===== config.mk =====
export PLATFORM = sky130hd
export DESIGN_NAME = cmd_framer
export DESIGN_NICKNAME = d
export VERILOG_FILES = /design/src/rtl/cmd_framer.sv
export SDC_FILE = /design/constraint.sdc
export NUM_CORES = 1
export LEC_CHECK = 0
export ABC_AREA = 1
export CAP_MARGIN = 20
export CORE_MARGIN = 5
export CORE_UTILIZATION = 40
export CTS_CLUSTER_DIAMETER = 50
export DETAILED_ROUTE_END_ITERATION = 10
export MAX_ROUTING_LAYER = met4
export PLACE_DENSITY = 0.74
export SYNTH_ARGS = -nofsm -noshare
export SYNTH_HDL_FRONTEND = slang
export SYNTH_SLANG_ARGS = --single-unit

===== constraint.sdc =====
create_clock -name clk -period 4.4 [get_ports clk]
set_input_delay 0.44 -clock clk [delete_from_list [all_inputs] [get_ports clk]]
set_output_delay 0.44 -clock clk [all_outputs]
set_load 0.03 [all_outputs]

===== src/rtl/cmd_framer.sv =====
// Round-robin packet framer: serialises messages from N_SRC show-ahead FIFOs
// into prefix / source / length / payload / check byte frames on a valid/ready stream.
module cmd_framer #(
  parameter int         N_SRC    = 8,
  parameter logic [7:0] PREFIX   = 8'hAA,
  parameter int         CHK_MODE = 0
) (
  input  logic               clk,
  input  logic               rst,
  input  logic [N_SRC-1:0]   have_msg_bus,
  input  logic [8*N_SRC-1:0] len_bus,
  input  logic [8*N_SRC-1:0] data_bus,
  output logic [N_SRC-1:0]   rdreq_bus,
  output logic [7:0]         tx_data,
  output logic               tx_valid,
  input  logic               tx_ready,
  output logic               busy,
  output logic               frame_done
);

  localparam int SW = (N_SRC > 1) ? $clog2(N_SRC) : 1;

  typedef enum logic [2:0] {
    S_IDLE,
    S_PREFIX,
    S_SOURCE,
    S_LEN,
    S_DATA,
    S_CHK
  } state_t;

  state_t        r_state;
  state_t        w_next;
  logic [SW-1:0] r_src;
  logic [SW-1:0] r_last;
  logic [SW-1:0] w_grant;
  logic [SW-1:0] w_scan;
  logic [7:0]    r_len;
  logic [7:0]    r_cnt;
  logic [7:0]    r_chk;
  logic [7:0]    w_chkNext;
  logic          r_done;
  logic          w_found;
  logic          w_hs;
  logic [7:0]    w_lenArr  [N_SRC];
  logic [7:0]    w_dataArr [N_SRC];

  // One CRC-8 (poly 0x07) step over a whole byte, MSB first.
  function automatic logic [7:0] crc8Step(input logic [7:0] crc, input logic [7:0] din);
    logic [7:0] x;
    x = crc ^ din;
    for (int b = 0; b < 8; b++) begin
      x = x[7] ? ({x[6:0], 1'b0} ^ 8'h07) : {x[6:0], 1'b0};
    end
    return x;
  endfunction

  for (genvar g = 0; g < N_SRC; g++) begin : g_unpack
    assign w_lenArr[g]  = len_bus[8*g +: 8];
    assign w_dataArr[g] = data_bus[8*g +: 8];
  end

  // Circular scan starting just after the last grant, so a served source drops to the back.
  always_comb begin
    w_found = 1'b0;
    w_grant = '0;
    w_scan  = r_last;
    for (int k = 0; k < N_SRC; k++) begin
      w_scan = (w_scan == SW'(N_SRC - 1)) ? '0 : w_scan + 1'b1;
      if (!w_found && have_msg_bus[w_scan]) begin
        w_found = 1'b1;
        w_grant = w_scan;
      end
    end
  end

  always_comb begin
    tx_data = '0;
    case (r_state)
      S_PREFIX: tx_data = PREFIX;
      S_SOURCE: tx_data = 8'(r_src);
      S_LEN:    tx_data = r_len;
      S_DATA:   tx_data = w_dataArr[r_src];
      S_CHK:    tx_data = r_chk;
      default:  tx_data = '0;
    endcase
    tx_valid   = (r_state != S_IDLE);
    busy       = (r_state != S_IDLE);
    frame_done = r_done;
    w_hs       = tx_valid && tx_ready;
    w_chkNext  = (CHK_MODE == 1) ? crc8Step(r_chk, tx_data) : r_chk + tx_data;
    rdreq_bus  = '0;
    for (int i = 0; i < N_SRC; i++) begin
      rdreq_bus[i] = (r_state == S_DATA) && w_hs && (r_src == SW'(i));
    end
  end

  always_comb begin
    w_next = r_state;
    case (r_state)
      S_IDLE:   if (w_found) w_next = S_PREFIX;
      S_PREFIX: if (w_hs) w_next = S_SOURCE;
      S_SOURCE: if (w_hs) w_next = S_LEN;
      S_LEN:    if (w_hs) w_next = (r_len != 8'd0) ? S_DATA : S_CHK;
      S_DATA:   if (w_hs && r_cnt == 8'd1) w_next = S_CHK;
      S_CHK:    if (w_hs) w_next = S_IDLE;
      default:  w_next = S_IDLE;
    endcase
  end

  always_ff @(posedge clk) begin
    if (rst) begin
      r_state <= S_IDLE;
      r_last  <= SW'(N_SRC - 1);
      r_src   <= '0;
      r_len   <= '0;
      r_cnt   <= '0;
      r_chk   <= '0;
      r_done  <= 1'b0;
    end else begin
      r_state <= w_next;
      r_done  <= (r_state == S_CHK) && w_hs;
      case (r_state)
        S_IDLE: begin
          if (w_found) begin
            r_src  <= w_grant;
            r_len  <= w_lenArr[w_grant];
            r_chk  <= '0;
            r_last <= w_grant;
          end
        end
        S_SOURCE: if (w_hs) r_chk <= w_chkNext;
        S_LEN: begin
          if (w_hs) begin
            r_chk <= w_chkNext;
            r_cnt <= r_len;
          end
        end
        S_DATA: begin
          if (w_hs) begin
            r_chk <= w_chkNext;
            r_cnt <= r_cnt - 8'd1;
          end
        end
        default: ;
      endcase
    end
  end

endmodule


==> results.toml, run 1 <==
[run_status]
status = "finished, final reports clean"

[synth]
syn-mean-instance-area_sq_um = 5.71
yosys.cell_types.count = 43
syn_area_sq_um = 4220
synth-edff-count = 0
synth_seq_area_share_pct = 16.1
synth_flop_cell = "dfxtp_1"
synthArstFlopShare_pct = 0
synth_warnings = 0
yosys_register_bits = 34
synth_cells = 738
synth_nets = 898

[timing]
timing.final.max_slew_violations = 0
hold_viol = 0
setup_tns_ns = 0
slew_headroom_pct = 41.6
finClkSkew_ns = 0.0101
setup_viol = 0
worst_pin_slew_ns = 0.873
fmax_mhz = 249
finalCritPeriodShare_pct = 91.2
period_needed_ns = 4.01
rsz0062_at_grt = "no"
holdWs_ns = 0.484

[routing]
routed_wl_um = 15900
via_count = 5596
dr.first_iter.drc_count = 415
routed_via_density = 5.50
drt_first_pass_iters = 5
antenna_left = 0
drc_errors = 0
avgRoutedWirePerCell_um = 15.6

[final_layout]
nets = 1041
n_antenna_cell = 0
area_growth_pct = 42.5
drive_gt1_share_pct = 5.33
fillCellCount = 1033

[flow_run]
max-cap-violations = 0

[floorplanning]
fp.dieH_um = 113
io_pins = 158
die_w_um = 113
dieArea_sq_um = 12700
core-area_sq_um = 10300
rows = 37
initial_core_util_pct = 40.8

[pwr]
p_leak_nw = 2.72
power_density_nw_per_um2 = 963
finalPower_w = 0.00579
ir_worst_vdd_mv = 1.09

[clocking]
cts_buffers = 5
clk_latency_ns = 0.30
clockBufferDepth = 2
cts_tree = "done"
htreeDepth = 2
cts_root_buf = "clkbuf_8"
cts.sinks = 34
postCtsSetupRepairBufs = 0
path_clk_slew_ns = 0.07

[global_routing]
grt_pass1_wl_um = 25800
antenna_found_initial = 0
grt_usage_pct = 24.8
grt_start_max_net_pins = 43
grt_pass1_vias = 5381
gr-total-overflow = 0

[setup_path]
startpoint_type = "register"
critPathCaptureType = "register"
crit_type = "register to register"
crit_chain = "ha_1 > ha_1 > ha_1 > xnor2_2 > inv_1 > ha_1 > inv_1 > nand3_1 > inv_1 > nand2_1 > nand3_1 > nand2_2 > nor3_2 > nand4_2 > nand3_2 > nand2_4 > inv_1 > nand2_1 > a21oi_1 > nor2_1 > nor2_1"
slowest_delay_ns = 0.40
cp.arrival_ns = 4.24
worstPathRequired_ns = 4.63
crit_fanout = 42
critPathSlowestCell = "ha_1"

[placement]
portBuffers = 157
dp_hpwl_um = 12800
routabilityCongestion = 1.00

[min_path]
hold_path_class = "register to register"
final timing paths:
path	startpoint	endpoint	slack (ns)	cells past startpoint
worst max-delay path	r_last[0]	r_len[1]	0.39	21
worst min-delay path	r_cnt[4]	r_cnt[4]	0.48	2
worst max register to register	r_last[0]	r_len[1]	0.39	21
worst min register to register	r_cnt[4]	r_cnt[4]	0.48	2
through the flow:
step / area (sq um) / setup WS (ns) / utilization (%) / instances
global route: 6010 / 0.0137 / 58.2 / 1018
finish: 6010 / 0.387 / 58.2 / 1018
detailed placement: 5860 / 0.170 / 56.7 / 1010
floorplan: 4220 / 0.917 / - / 738
CTS: 6000 / 0.135 / 58.1 / 1018
global placement: 5860 / 0.417 / 56.7 / 1010
critical path: cells and delay by family, from the launching register on:
family                     cells  cell delay [ns]
buffers and inverters          4             0.56
DFF                            1             0.37
adders and majority gates      4             1.20
and+or+nand+nor               11             1.44
AOI/OAI and AO/OA              1             0.13
xor gates and xnor gates       1             0.24
layer usage:
layer	vias to the layer above	global-route usage, %	wire length [um]
met5	-	-	0
met4	0	7.05	320
met3	32	4.15	1340
met2	288	40.7	7220
met1	2516	31.4	6970
li1	2760	-	-
power by group:
group | switching (W) | leakage, nW | internal (W) | total (W)
Clock | 0.000122 | 0.0714 | 0.000242 | 0.000364
Combinational | 0.00331 | 2.37 | 0.00163 | 0.00494
Sequential | 0.0000773 | 0.279 | 0.000406 | 0.000483
cell type report:
cell class / count / area, sq um / area share, %
clock inverter: 2 / 60.1 / 1.00
clock buffer: 6 / 82.6 / 1.37
inverter: 96 / 360 / 6.00
multi-input combinational: 580 / 3030 / 50.4
timing repair buffer: 164 / 1620 / 27.0
sequential: 34 / 681 / 11.3
tap: 136 / 170 / 2.83
placed cells by master, fill, tap and decap left out, drive strengths merged, types with 19 or more instances in the layout:
cell type / count
a22oi: 19
inv: 93
nand3: 117
o21ai: 43
nand2: 209
ha: 20
dfxtp: 34
clkdlybuf4s50: 157
nor2: 64
a21oi: 41
logic make-up (layout without fill, tap and decap cells):
logic type,Yosys count,count (layout),share of synthesized area (%)
xor gates and xnor gates,5,5,1.04
adders and majority gates,21,21,6.41
and+or+nand+nor,416,416,44.2
DFF,34,34,16.1
buffers and inverters,124,268,12.2
AOI/OAI and AO/OA,138,138,20.0
Yosys cell counts, types with 2 or more instances:
library cell	instances	share of area (%)
o211ai_1	14	2.5
nor3_1	5	0.59
nand3_2	2	0.47
nand2_1	200	18
nand3b_1	2	0.36
a22oi_1	18	3.2
o21ai_2	3	0.62
a21oi_1	40	4.7
a41oi_1	3	0.62
nand4_2	2	0.59
a211oi_1	4	0.71
nor2_4	2	0.53
xor2_1	3	0.62
buf_4	6	1.1
clkinv_1	3	0.27
clkbuf_1	10	0.89
inv_2	5	0.45
or2_2	2	0.30
o21bai_1	2	0.36
o21ai_0	33	3.9
ha_1	20	5.9
buf_6	2	0.53
o221ai_1	2	0.42
xnor2_1	2	0.42
nand3_1	114	14
dfxtp_1	34	16
a31oi_1	8	1.2
o21ai_1	7	0.83
nand2_2	6	0.89
nand2_4	3	0.80
buf_2	10	1.2
nand4_1	13	1.9
nor2_1	61	5.4
inv_1	88	7.8
sequential cells by signal, summed over array words and instances, names as in the netlist:
name,count
r_cnt,8
frame_done,1
r_src,3
r_len,8
r_chk,8
r_state,3
r_last,3
repair_timing:
| action | CTS | global route |
|---|---|---|
| resized for setup | 0 | 2 |
| endpoints found under the setup margin | 0 | 10 |
| hold buffers | 0 | 0 |
Power figures use the tool's default switching activity.
==> run 2: changes to the inputs <==
Settings changed: CORE_UTILIZATION 40 to 46, PLACE_DENSITY 0.74 to 0.83, SKIP_CTS_REPAIR_TIMING from default to 1.
==> results.toml, run 2 (same netlist as run 1, synthesis figures left out) <==
[run_status]
status = "finished, final reports clean"

[timing]
finClkSkew_ns = 0.00523
fin_ws_ns = 0.414
slew_headroom_pct = 63.6
setup_tns_ns = 0
setup_viol = 0
fmax_mhz = 251
worst_pin_slew_ns = 0.544
timing.final.max_slew_violations = 0
holdWs_ns = 0.499
finalCritPeriodShare_pct = 90.6
rsz0062_at_grt = "no"
period_needed_ns = 3.99
hold_viol = 0

[clocking]
htreeDepth = 2
clockBufferDepth = 2
cts_root_buf = "clkbuf_8"
cts_buffers = 5
cts.sinks = 34
clk_latency_ns = 0.29
cts_tree = "done"
path_clk_slew_ns = 0.07

[global_routing]
gr-total-overflow = 0
use_met3_pct = 3.92
use_met1_pct = 34.6
grt_usage_pct = 27.6
grt_start_max_net_pins = 43
met2_usage_pct = 46.6
grt_pass1_wl_um = 25300
grt_pass1_vias = 5418
antenna_found_initial = 0
busiest_layer = "met2"

[min_path]
hold_path_class = "register to register"

[final_layout]
drive_gt1_share_pct = 5.10
fillCellCount = 828
multi_input_area_sq_um = 3030
final_cell_mix = "199 x nand2_1, 157 x clkdlybuf4s50_1, 114 x nand3_1"
seqCellArea_sq_um = 681
top_regs = "r_chk x8, r_cnt x8, r_len x8"
fin_util_pct = 65.2
n_antenna_cell = 0
final_common_cell = "nand2_1"
area_growth_pct = 40.9
nets = 1041

[floorplanning]
io_pins = 158
dieArea_sq_um = 11200
initial_core_util_pct = 46.3
fp.dieH_um = 106
rows = 35
core-area_sq_um = 9110
die_w_um = 106

[routing]
dr.first_iter.drc_count = 415
drt_first_pass_iters = 5
routed_via_density = 5.60
via_count = 5557
drc_errors = 0
antenna_left = 0
routed_wl_um = 15300
avgRoutedWirePerCell_um = 15.5

[flow_run]
max-cap-violations = 0

[placement]
dp_hpwl_um = 12400
portBuffers = 157
routabilityCongestion = 0.923
preCtsSetupSlack_ns = 0.239

[setup_path]
crit_type = "register to register"
crit_fanout = 42
startpoint_type = "register"
critPathCaptureType = "register"
worstPathRequired_ns = 4.63
cp.arrival_ns = 4.22

[pwr]
ir_worst_vdd_mv = 1.40
power_density_nw_per_um2 = 949
p_leak_nw = 2.70
finalPower_w = 0.00564
run 2: cell types whose count changed in the layout (fill, tap and decap cells not counted), sizes merged:
cell,before,now
bufinv,2,1
clkbuf,6,7
run 2: worst max-delay path: stages (launching register included):
cell	delay, ns
dfxtp_1	0.36
ha_1	0.22
ha_1	0.36
ha_1	0.40
xnor2_2	0.24
inv_1	0.11
ha_1	0.20
inv_1	0.11
nand3_1	0.21
inv_1	0.13
nand2_1	0.06
nand3_1	0.08
nand2_2	0.08
nor3_2	0.23
nand4_2	0.18
nand3_2	0.14
nand2_4	0.23
inv_1	0.20
nand2_1	0.08
a21oi_1	0.13
nor2_1	0.07
nor2_1	0.10
run 2: through the flow:
step,std cells,cell area (sq um)
finish,993,5940
global route,993,5940
CTS,993,5930
detailed placement,985,5820
global placement,985,5820
floorplan,738,4220
run 2: path summary, 6_finish.rpt:
path                            endpoint      start  slack (ns)  cells after the start
worst max-delay path            r_len[1]  r_last[0]        0.41                     21
worst min-delay path            r_cnt[4]   r_cnt[4]        0.50                      2
worst max register to register  r_len[1]  r_last[0]        0.41                     21
worst min register to register  r_cnt[4]   r_cnt[4]        0.50                      2
run 2: layout make-up:
| class | instances | share of cell area (%) |
|---|---|---|
| Tap cell | 111 | 2.34 |
| Clock inverter | 1 | 0.505 |
| Sequential cell | 34 | 11.5 |
| Inverter | 96 | 6.07 |
| Multi-Input combinational cell | 580 | 51.0 |
| Clock buffer | 7 | 1.28 |
| Timing Repair Buffer | 164 | 27.3 |
run 2: report_power, final:
group | total, W | switching [W] | internal (W)
clock network | 0.000285 | 0.000115 | 0.000169
registers | 0.000490 | 0.0000835 | 0.000406
logic | 0.00486 | 0.00324 | 0.00162
total | 0.00564 | 0.00344 | 0.00220
run 2: routing by layer:
layer	vias to the layer above	part of all wire, %
met5	-	0
met4	0	2.1
met3	34	7.7
met2	267	48
met1	2487	43
li1	2769	-
==> run 3: changes to the inputs <==
Settings changed: GPL_ROUTABILITY_DRIVEN from default to 0, GPL_TIMING_DRIVEN from default to 0.
==> results.toml, run 3 (same netlist as run 1, synthesis figures left out) <==
[floorplanning]
rows = 35
initial_core_util_pct = 46.3
core-area_sq_um = 9110
fp.dieH_um = 106
die_w_um = 106
dieArea_sq_um = 11200
io_pins = 158

[final_layout]
multi_input_area_sq_um = 3030
n_antenna_cell = 0
fillCellCount = 818
final_cell_mix = "200 x nand2_1, 157 x clkdlybuf4s50_1, 114 x nand3_1"
seqCellArea_sq_um = 681
area_growth_pct = 43.1
nets = 1062
drive_gt1_share_pct = 6.42
final_common_cell = "nand2_1"
top_regs = "r_chk x8, r_cnt x8, r_len x8"
stdcell_count = 1014

[clocking]
cts_root_buf = "clkbuf_8"
clk_latency_ns = 0.29
htreeDepth = 2
clockBufferDepth = 2
cts_buffers = 5
cts_tree = "done"
path_clk_slew_ns = 0.07
cts.sinks = 34

[timing]
finClkSkew_ns = 0.00880
setup_viol = 0
setup_tns_ns = 0
fmax_mhz = 244
slew_headroom_pct = 59.6
worst_pin_slew_ns = 0.606
period_needed_ns = 4.10
finalCritPeriodShare_pct = 93.1
holdWs_ns = 0.490
rsz0062_at_grt = "no"
timing.final.max_slew_violations = 0
hold_viol = 0

[routing]
antenna_left = 0
via_count = 5734
routed_via_density = 5.65
drc_errors = 0
avgRoutedWirePerCell_um = 15.2
drt_first_pass_iters = 5
routed_wl_um = 15500
dr.first_iter.drc_count = 474

[setup_path]
worstPathRequired_ns = 4.58
crit_fanout = 6
crit_type = "register to register"
cp.arrival_ns = 4.28
startpoint_type = "register"
critPathCaptureType = "register"

[run_status]
status = "finished, final reports clean"

[global_routing]
gr-total-overflow = 0
grt_usage_pct = 27.2
antenna_found_initial = 0
grt_pass1_wl_um = 25100
grt_start_max_net_pins = 11
grt_pass1_vias = 5502

[placement]
dpl.cell_count = 1006
portBuffers = 157
dp_hpwl_um = 12700

[pwr]
p_leak_nw = 2.75
ir_worst_vdd_mv = 0.840
power_density_nw_per_um2 = 982

[min_path]
hold_path_class = "register to register"

[flow_run]
max-cap-violations = 0
## run 3: final cells by class
cell class              count  share of cell area [%]
repair buffers            157                    26.0
clock inverters             1                  0.0830
inverters                  96                    5.97
flip-flops and latches     34                    11.3
clock buffers               7                    1.43
plain buffers              28                    2.59
multi-input cells         580                    50.3
well taps                 111                    2.30
## run 3: per-stage QoR
| step | total power [W] | instance area (sq um) | setup WS [ns] | utilization (%) |
|---|---|---|---|---|
| 5_1_grt | 0.00651 | 6030 | 0.0200 | 66.2 |
| 3_5_place_dp | 0.00555 | 5930 | 0.182 | 65.1 |
| 4_1_cts | 0.00581 | 6020 | 0.141 | 66.1 |
| 3_3_place_gp | 0.00541 | 5930 | 0.258 | 65.1 |
| 6_report | 0.00592 | 6030 | 0.301 | 66.2 |
| 2_1_floorplan | 0.00433 | 4220 | 0.917 | - |
## run 3: path summary, 6_finish.rpt
check	from	slack, ns	endpoint	depth (start not counted)
min	r_cnt[3]	0.49	r_cnt[3]	2
max	r_last[0]	0.30	r_len[4]	22
max reg2reg	r_last[0]	0.30	r_len[4]	22
min reg2reg	r_cnt[3]	0.49	r_cnt[3]	2
## run 3: layer usage
metal / vias up / routed length [um] / track usage [%] / part of all wire, %
met2: 320 / 7480 / 47.6 / 48
met1: 2569 / 6330 / 32.4 / 41
met3: 39 / 1320 / 4.16 / 8.5
li1: 2806 / - / - / -
met4: 0 / 338 / 7.40 / 2.2
met5: - / 0 / - / 0
## run 3: report_power, final
group          switching (W)  internal (W)  leakage (nW)  total (W)
Combinational        0.00338       0.00182          2.43    0.00520
Sequential         0.0000795      0.000406         0.279   0.000486
Clock               0.000112      0.000126        0.0482   0.000238
Total                0.00357       0.00235          2.75    0.00592
## run 3: worst max-delay path, stage by stage, from the launching register on
cell and delay [ns]:
dfxtp_1 0.37, ha_1 0.22, ha_1 0.39, ha_1 0.41, xnor2_2 0.25, inv_1 0.12
ha_1 0.20, inv_1 0.11, nand3_1 0.19, inv_1 0.14, nand2_1 0.07, nand3_1 0.09
nand2_2 0.09, nor2_4 0.17, nand2_1 0.10, o21ai_0 0.20, nand2_1 0.12, nand2_1 0.07
o21ai_1 0.20, nor2_1 0.24, nand3_1 0.11, nand2_1 0.07, nor2_1 0.03
